===== src/rtl/bf16_op_issue.sv =====
// Request front-end for the bfloat16 datapath: registers one add/mul request,
// holds it on the operation-select mux for LATENCY cycles, then returns the captured result.
package bf16_pkg;
    localparam logic [1:0] MODE_ADD = 2'd0;
    localparam logic [1:0] MODE_MUL = 2'd1;
endpackage

module bf16_op_issue
    import bf16_pkg::*;
#(
    parameter int DATA_WIDTH = 16,
    parameter int EXP_WIDTH  = 8,
    parameter int FRAC_WIDTH = 7,
    parameter int MODE_WIDTH = 2,
    parameter int LATENCY    = 2,
    parameter int CNT_WIDTH  = 8
) (
    input  logic                  clk_i,
    input  logic                  rst_i,
    input  logic                  req_valid_i,
    output logic                  req_ready_o,
    input  logic [MODE_WIDTH-1:0] req_op_i,
    input  logic [DATA_WIDTH-1:0] req_in1_i,
    input  logic [DATA_WIDTH-1:0] req_in2_i,
    output logic [MODE_WIDTH-1:0] op_o,
    output logic [DATA_WIDTH-1:0] in1_o,
    output logic [DATA_WIDTH-1:0] in2_o,
    input  logic [DATA_WIDTH-1:0] out_i,
    input  logic                  overflow_i,
    output logic                  rsp_valid_o,
    input  logic                  rsp_ready_i,
    output logic [DATA_WIDTH-1:0] rsp_data_o,
    output logic                  rsp_overflow_o,
    output logic                  rsp_illegal_o,
    output logic                  busy_o,
    output logic [CNT_WIDTH-1:0]  ovf_cnt_o,
    input  logic                  ovf_clr_i
);

    if (DATA_WIDTH != 1 + EXP_WIDTH + FRAC_WIDTH) begin : g_bad_width
        $error("DATA_WIDTH must equal 1 + EXP_WIDTH + FRAC_WIDTH");
    end
    if (LATENCY < 1 || LATENCY > 15) begin : g_bad_latency
        $error("LATENCY must be in 1..15");
    end

    typedef enum logic [1:0] {IDLE, EXEC, RESP} state_t;

    state_t     state, state_nxt;
    logic [3:0] cnt;
    logic       accept, legal, rsp_hs;

    assign legal  = (req_op_i == MODE_WIDTH'(MODE_ADD)) || (req_op_i == MODE_WIDTH'(MODE_MUL));
    // rsp_ready_i feeds ready combinationally so a new request can ride the response handshake
    assign req_ready_o = !rst_i && ((state == IDLE) || (state == RESP && rsp_ready_i));
    assign accept      = req_valid_i && req_ready_o;
    assign rsp_valid_o = (state == RESP);
    assign rsp_hs      = rsp_valid_o && rsp_ready_i;
    assign busy_o      = (state != IDLE);

    always_ff @(posedge clk_i or posedge rst_i) begin
        if (rst_i) state <= IDLE;
        else       state <= state_nxt;
    end

    always_comb begin
        state_nxt = state;
        case (state)
            IDLE: if (accept) state_nxt = legal ? EXEC : RESP;
            EXEC: if (cnt == 4'd1) state_nxt = RESP;
            RESP: begin
                if (accept)      state_nxt = legal ? EXEC : RESP;
                else if (rsp_hs) state_nxt = IDLE;
            end
            default: state_nxt = IDLE;
        endcase
    end

    always_ff @(posedge clk_i or posedge rst_i) begin
        if (rst_i) begin
            op_o           <= '0;
            in1_o          <= '0;
            in2_o          <= '0;
            cnt            <= '0;
            rsp_data_o     <= '0;
            rsp_overflow_o <= 1'b0;
            rsp_illegal_o  <= 1'b0;
        end else if (accept) begin
            op_o  <= req_op_i;
            in1_o <= req_in1_i;
            in2_o <= req_in2_i;
            cnt   <= 4'(LATENCY);
            if (!legal) begin
                rsp_data_o     <= '0;
                rsp_overflow_o <= 1'b0;
                rsp_illegal_o  <= 1'b1;
            end
        end else if (state == EXEC) begin
            cnt <= cnt - 4'd1;
            if (cnt == 4'd1) begin
                rsp_data_o     <= out_i;
                rsp_overflow_o <= overflow_i;
                rsp_illegal_o  <= 1'b0;
            end
        end
    end

    // clear beats a same-cycle increment
    always_ff @(posedge clk_i or posedge rst_i) begin
        if (rst_i)                                   ovf_cnt_o <= '0;
        else if (ovf_clr_i)                          ovf_cnt_o <= '0;
        else if (rsp_hs && rsp_overflow_o && ovf_cnt_o != '1)
                                                     ovf_cnt_o <= ovf_cnt_o + CNT_WIDTH'(1);
    end

endmodule


===== config.mk =====
export PLATFORM = sky130hd
export DESIGN_NAME = bf16_op_issue
export DESIGN_NICKNAME = d
export VERILOG_FILES = /design/src/rtl/bf16_op_issue.sv
export SDC_FILE = /design/constraint.sdc
export NUM_CORES = 1
export LEC_CHECK = 0
export CAP_MARGIN = 20
export CORE_ASPECT_RATIO = 1.2
export CORE_MARGIN = 1.5
export CORE_UTILIZATION = 45
export CTS_BUF_LIST = sky130_fd_sc_hd__clkbuf_4 sky130_fd_sc_hd__clkbuf_8 sky130_fd_sc_hd__clkbuf_16
export DETAILED_ROUTE_END_ITERATION = 10
export MAX_ROUTING_LAYER = met4
export PLACE_DENSITY_LB_ADDON = 0.3
export SETUP_SLACK_MARGIN = 0.5
export SLEW_MARGIN = 20
export SYNTH_ARGS = -nofsm -noshare
export SYNTH_HDL_FRONTEND = slang
export SYNTH_SLANG_ARGS = --single-unit
export TNS_END_PERCENT = 1

===== constraint.sdc =====
create_clock -name clk_i -period 3.6 [get_ports clk_i]
set_input_delay 0.9 -clock clk_i [delete_from_list [all_inputs] [get_ports clk_i]]
set_output_delay 0.9 -clock clk_i [all_outputs]
set_load 0.03 [all_outputs]

== Word-level counts from Yosys, hierarchy flattened ==
Index checks and enable logic that the tools add are counted.

* Bits in registers: 66
* Input bits: 56
* Output and inout bits: 63

* Add/subtract/negate cells: 2
* Eq/ne operators: 9
* Muxes and demuxes: 22
* Reduce and logical (&&, ||, !) cells: 16

{| class="wikitable"
|+ Operator list
! kind !! number
|-
| $mux W16 || 4
|-
| $mux W8 || 2
|-
| $mux W2 || 5
|-
| $add A8 B1 Y8 const B || 1
|-
| $mux W1 || 8
|-
| $mux W4 || 2
|-
| $ne A8 B8 Y1 const B || 1
|-
| $reduce_bool A2 Y1 || 4
|-
| $ne A2 B2 Y1 const B || 3
|-
| $pmux W2 S3 || 1
|-
| $reduce_and A3 Y1 || 2
|-
| $logic_and A1 B1 Y1 || 5
|-
| $eq A2 B1 Y1 const B || 2
|-
| $eq A4 B1 Y1 const B || 1
|-
| $logic_not A2 Y1 || 2
|-
| $sub A4 B1 Y4 const B || 1
|-
| $ne A3 B1 Y1 const B || 1
|-
| $eq A2 B2 Y1 const B || 1
|-
| $logic_or A1 B1 Y1 || 2
|-
| $logic_not A1 Y1 || 1
|}

== Depth between registers and ports, before layout ==
Gate-level depths: netlist of the first run.

* Depth in word-level cells: 7
* Mapped depth: 7

== Worst setup path before layout of the first run ==
No wires, ideal clock.

* Path type: input port to output port
* From: input rsp_ready_i
* To: output req_ready_o
* Arrival: 1.725 ns
* Slack: 0.975 ns
* Stages on the path: 2
* Path through: inv_2 -> a211oi_1

* Word-level cells in the longest chain between the ends: 3

{| class="wikitable"
|+ RTL lines
! item !! RTL line !! text
|-
| start, declared || 31 || <nowiki>input logic rsp_ready_i,</nowiki>
|-
| $logic_and A1 B1 Y1 || 55 || <nowiki>assign req_ready_o = !rst_i && ((state == IDLE) || (state == RESP && rsp_ready_i));</nowiki>
|-
| $logic_or A1 B1 Y1 || 55 ||
|-
| $logic_and A1 B1 Y1 || 55 ||
|-
| end, declared || 21 || <nowiki>output logic req_ready_o,</nowiki>
|}

No other way between the ends.

== Worst setup path after layout of the first run ==
Same ends and word-level chain as after synthesis.

==> flow_metrics.tcl, run 1 <==
set metrics [dict create \
    synth_cells 192 \
    via_per_inst 4.99 \
    setup_tns_ps 0 \
    place.port_buffers 118 \
    skew_ps 5.01 \
    htree_levels 3 \
    die_y_microns 88.1 \
    place_area_sq_um 3950 \
    coreArea_sq_um 5740 \
    arrival_ps 1980 \
    clockBufferDepth 2 \
    p_seq_share_pct 34.6 \
    clkPwrFrac_pct 16.1 \
    nNetsFinal 374 \
    worstPathRequired_ps 2700 \
    maxCapViolCount 0 \
    grtUsageTotal_pct 20.1 \
    clockRootBuffer "clkbuf_8" \
    rr_endpoint "rsp_data_o[9]$_DFFE_PP0P_" \
    final_common_cell "clkdlybuf4s50_1" \
    top_layer "met4" \
    yosysSeqAreaShare_pct 60.8 \
    dieWidth_microns 73.9 \
    p_switching_w 0.00137 \
    grt_pass1_vias 1998 \
    critical_path_class "in -> out" \
    switching_share_pct 38.4 \
    cts_num_sinks 66 \
    vias 1994 \
    p_int_w 0.00220 \
    rows 30 \
    most-common-layout-cells "clkdlybuf4s50_1 (117), dfrtp_1 (66), mux2_2 (33)" \
    fmax_ghz 0.347 \
    hold_buffers 0 \
    hold_viol 0 \
    cts_setup_buffers 0 \
    fin_ws_ps 719 \
    io_pins 119 \
    dieArea_sq_um 6510 \
    min_path_type "reg -> reg" \
    dp_hpwl_microns 4350 \
    avgSynthCellArea_sq_um 14.1 \
    synth_warnings 0 \
    setup_viol 0 \
    start_util_pct 47.3 \
    crit_path_start_kind "primary input" \
    m1WireLength_microns 2300 \
    period_share_pct 80.0 \
    path_clk_slew_ps 70 \
    powerDensity_nw_per_um2 863 \
    hp-start "rsp_data_o[13]$_DFFE_PP0P_" \
    syn_area_sq_um 2720 \
    critPathLaunch "rsp_ready_i" \
    grt_pass1_wl_microns 9510 \
    area_growth_syn_to_layout_pct 52.4 \
    synth_fp_nets 251 \
    power_leakage_nw 1.79 \
    final_cell_area_sq_um 4140 \
    fin_crit_ps 2880 \
    power_w 0.00357 \
    path_cells "clkdlybuf4s50_1, inv_2, a211oi_1, clkbuf_2" \
    tightest_slew_ps 854 \
    drc 0 \
    ys_seq_elements 66 \
    timing.rr.start "cnt[1]$_DFFE_PP0P_" \
    grt_overflow 0 \
    drive_gt1_share_pct 21.6 \
    critical-path-max-stage-delay_ps 500 \
    wire_per_inst_microns 14.7 \
    place_ws_ps 221 \
    drv_slew 0 \
    drtPass1Iterations 4 \
    cp_max_fo 3 \
    diodes 0 \
    tritoncts "built" \
    wl_met3_microns 381 \
    rrSetupSlack_ps 1400 \
    combPwrFrac_pct 49.3 \
    status "finished, final reports clean" \
    ys_types 40 \
    slew_headroom_pct 42.8 \
    cp_slowest_cell "clkdlybuf4s50_1" \
    antenna_found_initial 0 \
    rsz0062_at_grt "false" \
    grt_max_degree 42 \
    cp-end-kind "output pin" \
    clk_latency_ps 330 \
    reg2reg_depth 6 \
    crit_end "req_ready_o" \
    worst_ir_drop_vdd_mv 0.538 \
    wl_microns 5880 \
    numCtsBuffers 9 \
    wl_met2_microns 3120 \
    detail-route-antenna-nets 0 \
    place.gp.congestion 0.776 \
    drt-initial-drc-count 35 \
]
==> state kept, by name, summed over array words and instances, names as in the netlist <==
name and cells:
rsp_overflow_o 1, cnt 4, op_o 2, state 2, ovf_cnt_o 8, in2_o 16
rsp_illegal_o 1, in1_o 16, rsp_data_o 16
==> critical path: cells and delay by family <==
family	cells	cell delay (ps)
buffers and inverters	3	820
AO/OA/AOI/OAI	1	250
==> cell usage after synthesis (all sizes together) <==
cell type  number  area [sq um]
dfrtp          66          1650
mux2           33           372
a22o           17           158
inv            10          37.5
nor2           10          37.5
buf             8          72.6
xor2            5          43.8
nand2           4          15.0
o211ai          4          30.0
ha              3          37.5
o21ai           3          15.0
xnor2           3          26.3
and3            2          12.5
nor2b           2          15.0
o21a            2          15.0
or2             2          12.5
a2111oi         1          27.5
a211oi          1          7.51
a21oi           1          16.3
a221o           1          11.3
and2            1          6.26
and4b           1          11.3
clkbuf          1          5.00
mux2i           1          10.0
nand2b          1          6.26
nand3           1          5.00
nand4           1          6.26
nor3            1          5.00
nor3b           1          7.51
nor4            1          6.26
o2111ai         1          8.76
o22ai           1          6.26
o311ai          1          8.76
o41ai           1          8.76
==> per-stage QoR <==
stage / hold WS, ps / instances / utilization [%]
after floorplan: 500 / 192 / -
after global placement: 484 / 384 / 68.8
after detailed placement: 484 / 384 / 68.8
after CTS: 503 / 400 / 72.1
after global routing: 518 / 400 / 72.1
final: 504 / 400 / 72.1
==> worst min-delay path by stage <==
stage	end	cells after the start
4_1_cts	rsp_data_o[5]$_DFFE_PP0P_	1
6_report	rsp_data_o[13]$_DFFE_PP0P_	1
5_1_grt	in2_o[0]$_DFFE_PP0P_	1
3_5_place_dp	rsp_data_o[3]$_DFFE_PP0P_	1
2_1_floorplan	cnt[1]$_DFFE_PP0P_	2
3_3_place_gp	rsp_data_o[6]$_DFFE_PP0P_	1
==> cell families (layout without fill, tap and decap cells) <==
kind of cell,after synthesis,after routing,share of synthesized area [%]
and+or+nand+nor,28,28,5.39
xor gates and xnor gates,8,8,2.58
DFF,66,66,60.8
buffers and inverters,19,147,4.24
adders and majority gates,3,3,1.38
AOI/OAI and AO/OA,34,34,11.5
muxes,34,34,14.1
==> what timing repair did <==
action,in CTS,in global routing
setup endpoints to repair,1,1
gates resized for setup,1,3
hold endpoints to repair,0,0
==> final cells by class <==
class,instances,area (sq um)
Multi-Input combinational cell,107,948
Clock inverter,2,10.0
Timing Repair Buffer,121,1210
Tap cell,80,100
Fill cell,421,1600
Inverter,10,37.5
Clock buffer,14,180
Sequential cell,66,1650
==> power by group through the flow <==
stage / combinational (W) / sequential, W / clock, W
finish: 0.00176 / 0.00124 / 0.000575
global route: 0.00186 / 0.00128 / 0.000630
CTS: 0.00178 / 0.00124 / 0.000589
detailed placement: 0.00179 / 0.00125 / 0
global placement: 0.00175 / 0.00124 / 0
floorplan: 0.000474 / 0.00180 / 0
==> layer usage <==
metal  track usage (%)  vias up
li1                  -      931
met1              22.7      978
met2              32.9       76
met3              6.67        9
met4              7.24        0
met5                 -        -
Power figures use the tool's default switching activity.
==> run 2, diff against run 1 <==
--- a/config.mk
+++ b/config.mk
@@ -8,7 +8,7 @@
 export CAP_MARGIN = 20
 export CORE_ASPECT_RATIO = 1.2
 export CORE_MARGIN = 1.5
-export CORE_UTILIZATION = 45
+export CORE_UTILIZATION = 38
 export CTS_BUF_LIST = sky130_fd_sc_hd__clkbuf_4 sky130_fd_sc_hd__clkbuf_8 sky130_fd_sc_hd__clkbuf_16
 export DETAILED_ROUTE_END_ITERATION = 10
 export MAX_ROUTING_LAYER = met4
==> constraint.sdc (replaced) <==
create_clock -name clk_i -period 2.58 [get_ports clk_i]
set_input_delay 0.645 -clock clk_i [delete_from_list [all_inputs] [get_ports clk_i]]
set_output_delay 0.645 -clock clk_i [all_outputs]
set_load 0.03 [all_outputs]
==> flow_metrics.tcl, run 2 (same netlist as run 1, synthesis figures left out) <==
set metrics [dict create \
    cts_setup_buffers 0 \
    grtUsageTotal_pct 16.7 \
    fin_crit_ps 2280 \
    htree_levels 3 \
    dieWidth_microns 80.2 \
    detail-route-antenna-nets 0 \
    cp_max_fo 3 \
    rows 33 \
    setup_viol 0 \
    place_ws_ps 146 \
    final_common_cell "clkdlybuf4s50_1" \
    dieArea_sq_um 7660 \
    skew_ps 9.07 \
    min_path_type "reg -> reg" \
    vias 1980 \
    nNetsFinal 376 \
    power_leakage_nw 1.82 \
    place.gp.congestion 0.795 \
    drc 0 \
    powerDensity_nw_per_um2 1230 \
    most-common-layout-cells "clkdlybuf4s50_1 (115), dfrtp_1 (66), mux2_2 (33)" \
    drive_gt1_share_pct 22.0 \
    multi_input_comb_area_sq_um 948 \
    path_clk_slew_ps 60 \
    coreArea_sq_um 6900 \
    drtPass1Iterations 4 \
    fill_cells 561 \
    top_regs "in1_o x16, in2_o x16, rsp_data_o x16" \
    critical_path_class "in -> out" \
    antenna_found_initial 0 \
    grt_pass1_wl_microns 9380 \
    via_per_inst 4.84 \
    grt_overflow 0 \
    worst_ir_drop_vdd_mv 0.676 \
    wire_per_inst_microns 15.2 \
    arrival_ps 1630 \
    cp-end-kind "output pin" \
    period_share_pct 88.2 \
    maxCapViolCount 0 \
    diodes 0 \
    die_y_microns 95.6 \
    grt_pass1_vias 1978 \
    clk_latency_ps 330 \
    setup_tns_ps 0 \
    clockRootBuffer "clkbuf_8" \
    area_growth_syn_to_layout_pct 55.3 \
    dp_hpwl_microns 4460 \
    slew_headroom_pct 63.5 \
    io_pins 119 \
    grt_max_degree 36 \
    rsz0062_at_grt "true" \
    start_util_pct 39.4 \
    cts_resized 1 \
    drt-initial-drc-count 50 \
    tritoncts "built" \
    fmax_ghz 0.439 \
    numCtsBuffers 9 \
    status "finished, final reports clean" \
    place.port_buffers 118 \
    ff_latch_area_sq_um 1650 \
    drv_slew 0 \
    cts_num_sinks 66 \
    wl_microns 6240 \
    hold_viol 0 \
    fin_ws_ps 304 \
    tightest_slew_ps 542 \
    worstPathRequired_ps 1930 \
    hold_buffers 0 \
    crit_path_start_kind "primary input" \
    clockBufferDepth 2 \
]
## run 2: cell count changes in the layout (fill, tap and decap cells not counted), sizes merged, moves of 2 or more
cell | previous run | this run
buf | 3 | 6
clkinvlp | 0 | 2
clkdlybuf4s50 | 117 | 115
clkbuf | 15 | 12
bufinv | 0 | 2
## run 2: stage by stage
step | cells | hold slack, ps | utilization (%) | instance area [sq um] | total power, W
detailed placement | 393 | 483 | 57.7 | 3980 | 0.00423
global placement | 393 | 488 | 57.7 | 3980 | 0.00419
floorplan | 192 | 500 | - | 2720 | 0.00317
CTS | 409 | 506 | 61.1 | 4220 | 0.00526
global route | 409 | 511 | 61.2 | 4220 | 0.00545
finish | 409 | 505 | 61.2 | 4220 | 0.00519
## run 2: area by class of cell
cell class	count	share of cell area, %
clock inverters	4	1.72
multi-input cells	107	22.5
well taps	87	2.58
repair buffers	123	29.2
flip-flops and latches	66	39.2
clock buffers	12	3.92
inverters	10	0.979
## run 2: worst paths after layout
check                                            from                         end  slack, ps  depth (start not counted)
worst max register to register     cnt[1]$_DFFE_PP0P_   rsp_data_o[1]$_DFFE_PP0P_        880                          6
worst max-delay path                      rsp_ready_i                 req_ready_o        300                          4
worst min-delay path            in1_o[10]$_DFFE_PP0P_       in1_o[10]$_DFFE_PP0P_        510                          1
min in group asynchronous                       rst_i  rsp_overflow_o$_DFFE_PP0P_        890                          3
max in group asynchronous                       rst_i       in1_o[10]$_DFFE_PP0P_       1340                          3
worst min register to register  in1_o[10]$_DFFE_PP0P_       in1_o[10]$_DFFE_PP0P_        510                          1
## run 2: routing by layer
layer  routed length, microns  global-route usage (%)  vias up
met2                     3060                    26.1       79
met5                        0                       -        -
met3                      378                    3.83        8
met1                     2670                    20.1      955
met4                      126                    9.05        0
li1                         -                       -      938
## run 2: power breakdown
| group | internal, W | switching [W] |
|---|---|---|
| combinational | 0.00116 | 0.00131 |
| sequential | 0.00147 | 0.000255 |
| clock | 0.000622 | 0.000381 |
| total | 0.00325 | 0.00194 |
## run 2: worst max-delay path, cell delays in order
cell	delay [ps]
clkdlybuf4s50_1	500
inv_2	70
a211oi_1	220
buf_4	200
==> run 3, diff against run 2 <==
--- a/config.mk
+++ b/config.mk
@@ -7,7 +7,6 @@
 export LEC_CHECK = 0
 export CAP_MARGIN = 20
 export CORE_ASPECT_RATIO = 1.2
-export CORE_MARGIN = 1.5
 export CORE_UTILIZATION = 38
 export CTS_BUF_LIST = sky130_fd_sc_hd__clkbuf_4 sky130_fd_sc_hd__clkbuf_8 sky130_fd_sc_hd__clkbuf_16
 export DETAILED_ROUTE_END_ITERATION = 10
==> flow_metrics.tcl, run 3 (same netlist as run 1, synthesis figures left out) <==
set metrics [dict create \
    status "finished, final reports clean" \
    maxCapViolCount 0 \
    final_common_cell "clkdlybuf4s50_1" \
    cts_num_sinks 66 \
    diodes 0 \
    start_util_pct 39.6 \
    m1WireLength_microns 2620 \
    grt_overflow 0 \
    drtPass1Iterations 4 \
    grt_max_degree 35 \
    nNetsFinal 376 \
    wire_per_inst_microns 15.0 \
    wl_microns 6100 \
    vias 2000 \
    top_regs "in1_o x16, in2_o x16, rsp_data_o x16" \
    via_per_inst 4.90 \
    p_switching_w 0.00192 \
    cp-end-kind "output pin" \
    p_int_w 0.00311 \
    top_layer "met4" \
    setup_viol 0 \
    final_util_pct 61.1 \
    critical_path_class "reg -> out" \
    place.port_buffers 118 \
    path_cells "or2_2, dlygate4sd2_1" \
    wl_met2_microns 2960 \
    grt_pass1_wl_microns 9740 \
    worst_ir_drop_vdd_mv 0.646 \
    cp_slowest_cell "dfrtp_1" \
    antenna_found_initial 0 \
    ff_latch_area_sq_um 1650 \
    grtUsageTotal_pct 17.8 \
    rows 33 \
    io_pins 119 \
    drc 0 \
    place.gp.congestion 0.775 \
    coreArea_sq_um 6850 \
    critical-path-max-stage-delay_ps 460 \
    worstPathRequired_ps 1930 \
    hold_viol 0 \
    clk_latency_ps 320 \
    wl_met3_microns 336 \
    drive_gt1_share_pct 22.1 \
    arrival_ps 1450 \
    powerDensity_nw_per_um2 1200 \
    tritoncts "built" \
    grt_pass1_vias 2006 \
    fill_cells 577 \
    area_growth_syn_to_layout_pct 54.2 \
    clockRootBuffer "clkbuf_8" \
    most-common-layout-cells "clkdlybuf4s50_1 (112), dfrtp_1 (66), mux2_2 (33)" \
    dp_hpwl_microns 4490 \
    rsz0062_at_grt "true" \
    clockBufferDepth 2 \
    tightest_slew_ps 524 \
    fin_crit_ps 2090 \
    power_leakage_nw 1.83 \
    combPwrFrac_pct 48.9 \
    die_y_microns 94.6 \
    numCtsBuffers 9 \
    switching_share_pct 38.1 \
    slew_headroom_pct 64.7 \
    skew_ps 7.94 \
    setup_tns_ps 0 \
    min_path_type "reg -> reg" \
    drv_slew 0 \
    multi_input_comb_area_sq_um 953 \
    p_seq_share_pct 34.4 \
    htree_levels 3 \
    dieWidth_microns 79.2 \
    fmax_ghz 0.478 \
    period_share_pct 81.0 \
    clkPwrFrac_pct 16.7 \
    drt-initial-drc-count 62 \
    cp_max_fo 6 \
    path_clk_slew_ps 70 \
    detail-route-antenna-nets 0 \
    crit_path_start_kind "register" \
    dieArea_sq_um 7490 \
]
-- run 3: cell count changes in the layout (fill, tap and decap cells not counted), sizes merged --
cell,before,now
clkdlybuf4s50,115,112
bufinv,2,1
clkinv,1,2
dlygate4sd2,1,4
clkinvlp,2,1
-- run 3: power by group through the flow --
| stage | logic [W] | clock network [W] | registers (W) |
|---|---|---|---|
| after floorplan | 0.000662 | 0 | 0.00251 |
| after global placement | 0.00246 | 0 | 0.00173 |
| after detailed placement | 0.00250 | 0 | 0.00174 |
| after CTS | 0.00249 | 0.000869 | 0.00173 |
| after global routing | 0.00260 | 0.000919 | 0.00179 |
| final | 0.00246 | 0.000840 | 0.00173 |
-- run 3: cell type report --
cell class,instances,share of cell area (%)
Tap cell,87,2.60
Multi-Input combinational cell,107,22.8
Clock buffer,12,3.65
Inverter,10,0.986
Timing Repair Buffer,123,29.6
Clock inverter,3,0.956
Sequential cell,66,39.4
-- run 3: metrics by stage --
stage	setup slack [ps]	hold slack, ps	instances	total power (W)	cell area, sq um
after floorplan	465	500	192	0.00317	2720
after CTS	437	506	408	0.00509	4180
after global routing	409	523	408	0.00530	4190
after detailed placement	145	491	393	0.00424	3990
after global placement	180	485	393	0.00419	3990
final	489	505	408	0.00503	4190
-- run 3: final timing paths --
path | startpoint | end | slack (ps) | cells after the start
worst max-delay path | state[1]$_DFFE_PP0P_ | busy_o | 490 | 2
worst min-delay path | rsp_data_o[10]$_DFFE_PP0P_ | rsp_data_o[10]$_DFFE_PP0P_ | 510 | 1
worst max register to register | cnt[1]$_DFFE_PP0P_ | rsp_data_o[12]$_DFFE_PP0P_ | 820 | 6
worst min register to register | rsp_data_o[10]$_DFFE_PP0P_ | rsp_data_o[10]$_DFFE_PP0P_ | 510 | 1
max in group asynchronous | rst_i | in1_o[0]$_DFFE_PP0P_ | 1470 | 3
min in group asynchronous | rst_i | in1_o[12]$_DFFE_PP0P_ | 580 | 2
-- run 3: worst max-delay path: cells and delay by family (launching register included) --
kind,cells,cell delay (ps)
DFF,1,460
buffers and inverters,1,350
and+or+nand+nor,1,310
-- run 3: per-layer routing --
layer	vias to the layer above	track usage [%]
li1	928	-
met1	980	22.8
met2	78	26.3
met3	14	3.67
met4	0	9.55
met5	-	-
-- run 3: what timing repair did --
action	in CTS	in global routing
hold buffers	0	0
setup buffers	0	0
endpoints found under the setup margin	16	16
gates resized for setup	5	1
pin swaps	0	0
